## src/rtl/fifomem_sync_if.sv

```systemverilog
// Request/response bundle between a synchronous FIFO controller and its
// storage array.
//   master : controller side, drives write/read requests and addresses
//   slave  : storage side, returns registered read data and status
// Signals:
//   wclken, wben[NBYTES], waddr, wdata : write request, lane enables, address, data
//   rclken, raddr                      : read request and address
//   rdata, rvalid                      : registered read word and its valid flag
//   ready                              : array usable (clear sweep finished)
//   busy_err                           : one-cycle pulse, request seen while not ready
interface fifomem_sync_if #(
  parameter int DATASIZE = 32,
  parameter int ADDRSIZE = 4,
  parameter int BYTESIZE = 8
);
  localparam int NBYTES = DATASIZE / BYTESIZE;

  logic                wclken;
  logic [NBYTES-1:0]   wben;
  logic [ADDRSIZE-1:0] waddr;
  logic [DATASIZE-1:0] wdata;
  logic                rclken;
  logic [ADDRSIZE-1:0] raddr;
  logic [DATASIZE-1:0] rdata;
  logic                rvalid;
  logic                ready;
  logic                busy_err;

  modport master (
    output wclken, wben, waddr, wdata, rclken, raddr,
    input  rdata, rvalid, ready, busy_err
  );

  modport slave (
    input  wclken, wben, waddr, wdata, rclken, raddr,
    output rdata, rvalid, ready, busy_err
  );
endinterface

```

## src/rtl/fifomem_sync.sv

```systemverilog
// Single-clock FIFO storage array with byte-lane writes, registered read
// data plus valid flag, selectable same-address collision policy and an
// optional zeroing sweep after reset.
// Ports:
//   wclk   : single clock, all state updates on the rising edge
//   wrst_n : asynchronous active-low reset (control and output registers only;
//            the array itself is never reset, only swept)
//   bus    : fifomem_sync_if slave modport (requests in, rdata/rvalid/ready/busy_err out)
// Parameters:
//   DATASIZE, ADDRSIZE, DEPTH, BYTESIZE : geometry; DATASIZE multiple of BYTESIZE
//   WRFIRST        : 1 = colliding read returns the merged new word, 0 = old word
//   CLEAR_ON_RESET : 1 = write zero to every word after reset release
module fifomem_sync #(
  parameter int DATASIZE       = 32,
  parameter int ADDRSIZE       = 4,
  parameter int DEPTH          = 1 << ADDRSIZE,
  parameter int BYTESIZE       = 8,
  parameter int WRFIRST        = 1,
  parameter int CLEAR_ON_RESET = 1
) (
  input  logic           wclk,
  input  logic           wrst_n,
  fifomem_sync_if.slave  bus
);

  localparam int NBYTES = DATASIZE / BYTESIZE;

  typedef enum logic {CLEAR, RUN} state_t;

  state_t              state;
  logic [ADDRSIZE-1:0] clr_addr;
  logic                ready_r;
  logic                busy_r;

  logic [DATASIZE-1:0] mem [DEPTH];

  logic [NBYTES-1:0]   mem_we;
  logic [ADDRSIZE-1:0] mem_wa;
  logic [DATASIZE-1:0] mem_wd;

  logic [DATASIZE-1:0] rd_word_p0;
  logic [DATASIZE-1:0] rdata_p1;
  logic                vld_p1;

  // Overlay the enabled lanes of a new word onto an old word.
  function automatic logic [DATASIZE-1:0] lane_merge(
    input logic [DATASIZE-1:0] old_w,
    input logic [DATASIZE-1:0] new_w,
    input logic [NBYTES-1:0]   en
  );
    logic [DATASIZE-1:0] r;
    r = old_w;
    for (int i = 0; i < NBYTES; i++) begin
      if (en[i]) r[i*BYTESIZE +: BYTESIZE] = new_w[i*BYTESIZE +: BYTESIZE];
    end
    return r;
  endfunction

  // Control FSM: CLEAR sweeps the array once, RUN is terminal until reset.
  always_ff @(posedge wclk or negedge wrst_n) begin
    if (!wrst_n) begin
      state    <= CLEAR;
      clr_addr <= '0;
      ready_r  <= 1'b0;
      busy_r   <= 1'b0;
    end else begin
      busy_r <= (bus.wclken | bus.rclken) & ~ready_r;
      case (state)
        CLEAR: begin
          if (CLEAR_ON_RESET == 0 || clr_addr == ADDRSIZE'(DEPTH - 1)) begin
            state   <= RUN;
            ready_r <= 1'b1;
          end else begin
            clr_addr <= clr_addr + 1'b1;
          end
        end
        default: state <= RUN;
      endcase
    end
  end

  // Write port mux: the sweep owns the array until ready. The sweep write is
  // also held off while reset is asserted so that clock edges during reset
  // leave the array untouched.
  always_comb begin
    mem_we = '0;
    mem_wa = bus.waddr;
    mem_wd = bus.wdata;
    if (state == CLEAR) begin
      if (CLEAR_ON_RESET != 0 && wrst_n) begin
        mem_we = '1;
        mem_wa = clr_addr;
        mem_wd = '0;
      end
    end else if (ready_r && bus.wclken) begin
      mem_we = bus.wben;
    end
  end

  always_ff @(posedge wclk) begin
    for (int i = 0; i < NBYTES; i++) begin
      if (mem_we[i]) mem[mem_wa][i*BYTESIZE +: BYTESIZE] <= mem_wd[i*BYTESIZE +: BYTESIZE];
    end
  end

  // Stage p0: read word selection, including write-first bypass on collision.
  always_comb begin
    rd_word_p0 = mem[bus.raddr];
    if (WRFIRST != 0 && bus.wclken && bus.waddr == bus.raddr) begin
      rd_word_p0 = lane_merge(mem[bus.raddr], bus.wdata, bus.wben);
    end
  end

  // Stage p1: registered read data and valid; data holds when no read occurs.
  always_ff @(posedge wclk or negedge wrst_n) begin
    if (!wrst_n) begin
      rdata_p1 <= '0;
      vld_p1   <= 1'b0;
    end else if (ready_r && bus.rclken) begin
      rdata_p1 <= rd_word_p0;
      vld_p1   <= 1'b1;
    end else begin
      vld_p1   <= 1'b0;
    end
  end

  assign bus.rdata    = rdata_p1;
  assign bus.rvalid   = vld_p1;
  assign bus.ready    = ready_r;
  assign bus.busy_err = busy_r;

endmodule

```

## src/flat_wrapper.sv

```systemverilog
// flat-port wrapper written by rule: the top's interface ports become plain ports
module fifomem_sync_flat 
#(
  parameter int DATASIZE       = 32,
  parameter int ADDRSIZE       = 4,
  parameter int DEPTH          = 1 << ADDRSIZE,
  parameter int BYTESIZE       = 8,
  parameter int WRFIRST        = 1,
  parameter int CLEAR_ON_RESET = 1
)
  (wclk, wrst_n, bus_wclken, bus_wben, bus_waddr, bus_wdata, bus_rclken, bus_raddr, bus_rdata, bus_rvalid, bus_ready, bus_busy_err);
  fifomem_sync_if #(.DATASIZE(DATASIZE), .ADDRSIZE(ADDRSIZE), .BYTESIZE(BYTESIZE)) bus_i ();
  input  logic wclk;
  input  logic wrst_n;
  input wire logic [$bits(bus_i.wclken)-1:0] bus_wclken;
  input wire logic [$bits(bus_i.wben)-1:0] bus_wben;
  input wire logic [$bits(bus_i.waddr)-1:0] bus_waddr;
  input wire logic [$bits(bus_i.wdata)-1:0] bus_wdata;
  input wire logic [$bits(bus_i.rclken)-1:0] bus_rclken;
  input wire logic [$bits(bus_i.raddr)-1:0] bus_raddr;
  output wire logic [$bits(bus_i.rdata)-1:0] bus_rdata;
  output wire logic [$bits(bus_i.rvalid)-1:0] bus_rvalid;
  output wire logic [$bits(bus_i.ready)-1:0] bus_ready;
  output wire logic [$bits(bus_i.busy_err)-1:0] bus_busy_err;
  assign bus_i.wclken = bus_wclken;
  assign bus_i.wben = bus_wben;
  assign bus_i.waddr = bus_waddr;
  assign bus_i.wdata = bus_wdata;
  assign bus_i.rclken = bus_rclken;
  assign bus_i.raddr = bus_raddr;
  assign bus_rdata = bus_i.rdata;
  assign bus_rvalid = bus_i.rvalid;
  assign bus_ready = bus_i.ready;
  assign bus_busy_err = bus_i.busy_err;
  fifomem_sync #(.DATASIZE(DATASIZE), .ADDRSIZE(ADDRSIZE), .DEPTH(DEPTH), .BYTESIZE(BYTESIZE), .WRFIRST(WRFIRST), .CLEAR_ON_RESET(CLEAR_ON_RESET)) u_core (.wclk(wclk), .wrst_n(wrst_n), .bus(bus_i));
endmodule
```

## config.mk

```make
export PLATFORM = sky130hd
export DESIGN_NAME = fifomem_sync_flat
export DESIGN_NICKNAME = d
export VERILOG_FILES = /design/src/rtl/fifomem_sync_if.sv /design/src/rtl/fifomem_sync.sv /design/src/flat_wrapper.sv
export SDC_FILE = /design/constraint.sdc
export NUM_CORES = 1
export LEC_CHECK = 0
export CAP_MARGIN = 10
export CORE_MARGIN = 2
export CORE_UTILIZATION = 35
export CTS_BUF_LIST = sky130_fd_sc_hd__clkbuf_8 sky130_fd_sc_hd__clkbuf_16
export DETAILED_ROUTE_END_ITERATION = 16
export PLACE_DENSITY = 0.51
export SLEW_MARGIN = 20
export SYNTH_ARGS = -nofsm -noshare
export SYNTH_HDL_FRONTEND = slang
export SYNTH_SLANG_ARGS = --single-unit
```

## constraint.sdc

```tcl
create_clock -name wclk -period 4.1 [get_ports wclk]
set_input_delay 0.615 -clock wclk [delete_from_list [all_inputs] [get_ports wclk]]
set_output_delay 0.615 -clock wclk [all_outputs]
set_load 0.01 [all_outputs]
```

==> flow_metrics.tcl <==
set metrics [dict create \
    status "finished clean" \
    synth_cells 1147 \
    fin_crit_ps 3365 \
    synth_cell_types 34 \
    worstSkewPairLatency_ps 600 \
    grt_pass1_vias 11830 \
    start_util 0.3553 \
    cap_violations 0 \
    p_leak_nw 8.322 \
    die_w_um 254.8 \
    cp_slowest_cell "nor2b_1" \
    cp-start-kind "input pin" \
    wl_per_cell_um 26.24 \
    crit_path_end_kind "register" \
    synth_top_family_by_area "multiplexers" \
    synth_adder_area_share 0.0005685 \
    synth_mux_area_frac 0.1329 \
    totalWireLength_um 55810 \
    setup-tns-final_ps 0 \
    ir_drop_mv 0.2979 \
    critical_path_peak_fanout 16 \
    finalSetupViolCount 0 \
    overflow 0 \
    post_cts_resized 0 \
    postRouteAntennaNets 0 \
    regArea_um2 16380 \
    drv_slew 0 \
    slew_headroom 0.3174 \
    final_cell_mix "edfxtp_1 (512), mux4_2 (128), nor2_1 (98)" \
    synth_compound_area_frac 0.05054 \
    io_buffers 82 \
    fp-row-count 91 \
    grt_usage 0.1755 \
    ios 83 \
    final_layout_size_suffix_gt1_frac 0.2023 \
    initialDrtViolationCount 1000 \
    cellPowerDensity_nw_per_um2 473.4 \
    root_buffer "clkbuf_16" \
    fp.dieH_um 254.8 \
    vias 11210 \
    antenna_found_initial 2 \
    worst_slew_pin_slew_ps 1020 \
    ctsHoldBuffers 1 \
    die-area_um2 64900 \
    fin_crit_sh 0.8207 \
    core_um2 61940 \
    place_congestion 0.7772 \
    fin_nets 1293 \
    synth_xor_area_frac 0.002388 \
    syn_area_um2 22010 \
    grt_max_degree 75 \
    place_hpwl_um 34890 \
    via_per_inst 5.272 \
    syn2layout_area_growth_pct 16.85 \
    synth-seq-cells 552 \
    post_cts_buffers 0 \
    ys_seq_area_frac 0.7441 \
    final_common_cell "edfxtp_1" \
    syn_avg_cell_area_um2 19.19 \
    slowest_delay_ps 700 \
    hold_viol 0 \
    power_mw 12.17 \
    remaining_drc_errors 0 \
    cts.path.max_buffers 3 \
    fmax_mhz 297.2 \
    yosys_warnings 0 \
    grt_pass1_wl_um 81610 \
    cts_htree_levels 2 \
    cts.clk_slew.worst_paths_ps 60 \
    cpLargestDelayFamily "simple AND/OR/NAND/NOR gates" \
    drtPass1Iterations 5 \
    synth-simple-area-share 0.05390 \
    hold_path_class "input pin to async pin" \
    clock_skew_ps 13.36 \
    cp_data_required_time_ps 4320 \
    tritoncts "yes" \
    cts.sinks 552 \
    synthesis.nets 1196 \
    antenna_cells 0 \
    arrival_ps 3590 \
    rsz0062_at_grt "no" \
    rrSetupSlack_ps 1210 \
    path_buf_inv 3 \
    nFillCells 5559 \
    critPathKind "input pin to register" \
    numCtsBuffers 57 \
    multiInputGateArea_um2 5329 \
    cp_cell_sequence "dlygate4sd3_1 > buf_2 > nor2b_1 > a21oi_1 > buf_4 > nor2_1" \
]
==> synth_stat cells <==
cell      instances  area, µm²
or4bb_1           3      33.78
nand4_1           1      6.260
nand2b_1          5      31.28
and2_1           66      412.9
a41oi_1          32      280.3
a31o_2            4      35.03
mux2_2            2      22.52
nor2_1           99      371.6
o21bai_1          1      7.510
nand4b_1          1      8.760
o31ai_1           5      37.54
buf_4             8      60.06
a21oi_1           4      20.02
ha_1              1      12.51
xnor2_1           2      17.52
nand2_1          19      71.32
buf_2            12      60.06
clkbuf_2          1      5.000
clkbuf_1         44      165.2
dfrtp_1          40       1001
xor2_1            4      35.03
edfxtp_1        512      15370
or4b_2            2      20.02
inv_1             4      15.01
mux4_2          128       2883
buf_1            10      37.54
nor3_1            1      5.000
a31oi_1           1      6.260
mux2i_1           2      20.02
and3_1           33      206.5
nor2b_1           3      18.77
a22o_1           64      560.5
o21ai_0           1      5.000
o21ai_1          32      160.2
==> logic make-up (layout without fill, tap and decap cells) <==
family | after synthesis | after routing
flops | 552 | 552
buf+inv | 79 | 222
mux | 132 | 132
compound gates | 144 | 144
fa+ha+maj | 1 | 1
xor+xnor | 6 | 6
simple gates | 233 | 233
==> area by class of cell <==
type	instances	share of cell area
flip-flops and latches	552	0.6368
clock inverters	39	0.01153
inverters	4	0.0005839
clock buffers	66	0.06029
repair buffers	113	0.04282
multi-input cells	516	0.2072
well taps	837	0.04073
==> worst paths after layout <==
kind	startpoint	to	depth (start not counted)
worst max-delay path	wrst_n	u_core.mem[11][20]	6
worst min-delay path	wrst_n	u_core.clr_addr[0]	2
worst max register to register	u_core.state	u_core.mem[2][23]	4
worst min register to register	u_core.bus.rdata[7]	u_core.bus.rdata[7]	3
max in group asynchronous	wrst_n	u_core.bus.rdata[2]	3
min in group wclk	bus_rclken	u_core.bus.rvalid	4
==> state kept, by name (all words and copies together) (netlist names) <==
signal	count
u_core.mem	512
u_core.bus.rdata	32
u_core.clr_addr	4
u_core.bus.busy_err	1
u_core.bus.ready	1
u_core.bus.rvalid	1
u_core.state	1
==> metal layers <==
layer / vias to the layer above / wire, µm / GRT usage
li1: 4883 / - / -
met1: 5934 / 24290 / 0.2427
met2: 333 / 27640 / 0.2910
met3: 63 / 2805 / 0.02490
met4: 0 / 1083 / 0.04862
met5: - / 0 / 0
==> through the flow <==
| step | std cells | setup slack [ps] | hold WS, ps | utilization | instance area, µm² |
|---|---|---|---|---|---|
| 2_1_floorplan | 1147 | 1854 | 319.4 | - | 22010 |
| 3_3_place_gp | 2021 | 710.9 | 538.8 | 0.3850 | 23850 |
| 3_5_place_dp | 2021 | 708.3 | 539.2 | 0.3851 | 23850 |
| 4_1_cts | 2127 | 772.6 | 508.9 | 0.4150 | 25710 |
| 5_1_grt | 2127 | 542.3 | 556.1 | 0.4152 | 25710 |
| 6_report | 2127 | 735.2 | 542.6 | 0.4152 | 25710 |
==> where the power goes <==
group	total (mW)	internal, mW	switching (mW)
combinational	0.823	0.351	0.472
sequential	6.27	6.24	0.0327
clock	5.08	2.99	2.10
total	12.2	9.57	2.60
No activity file was read; power rests on OpenSTA's default activity.
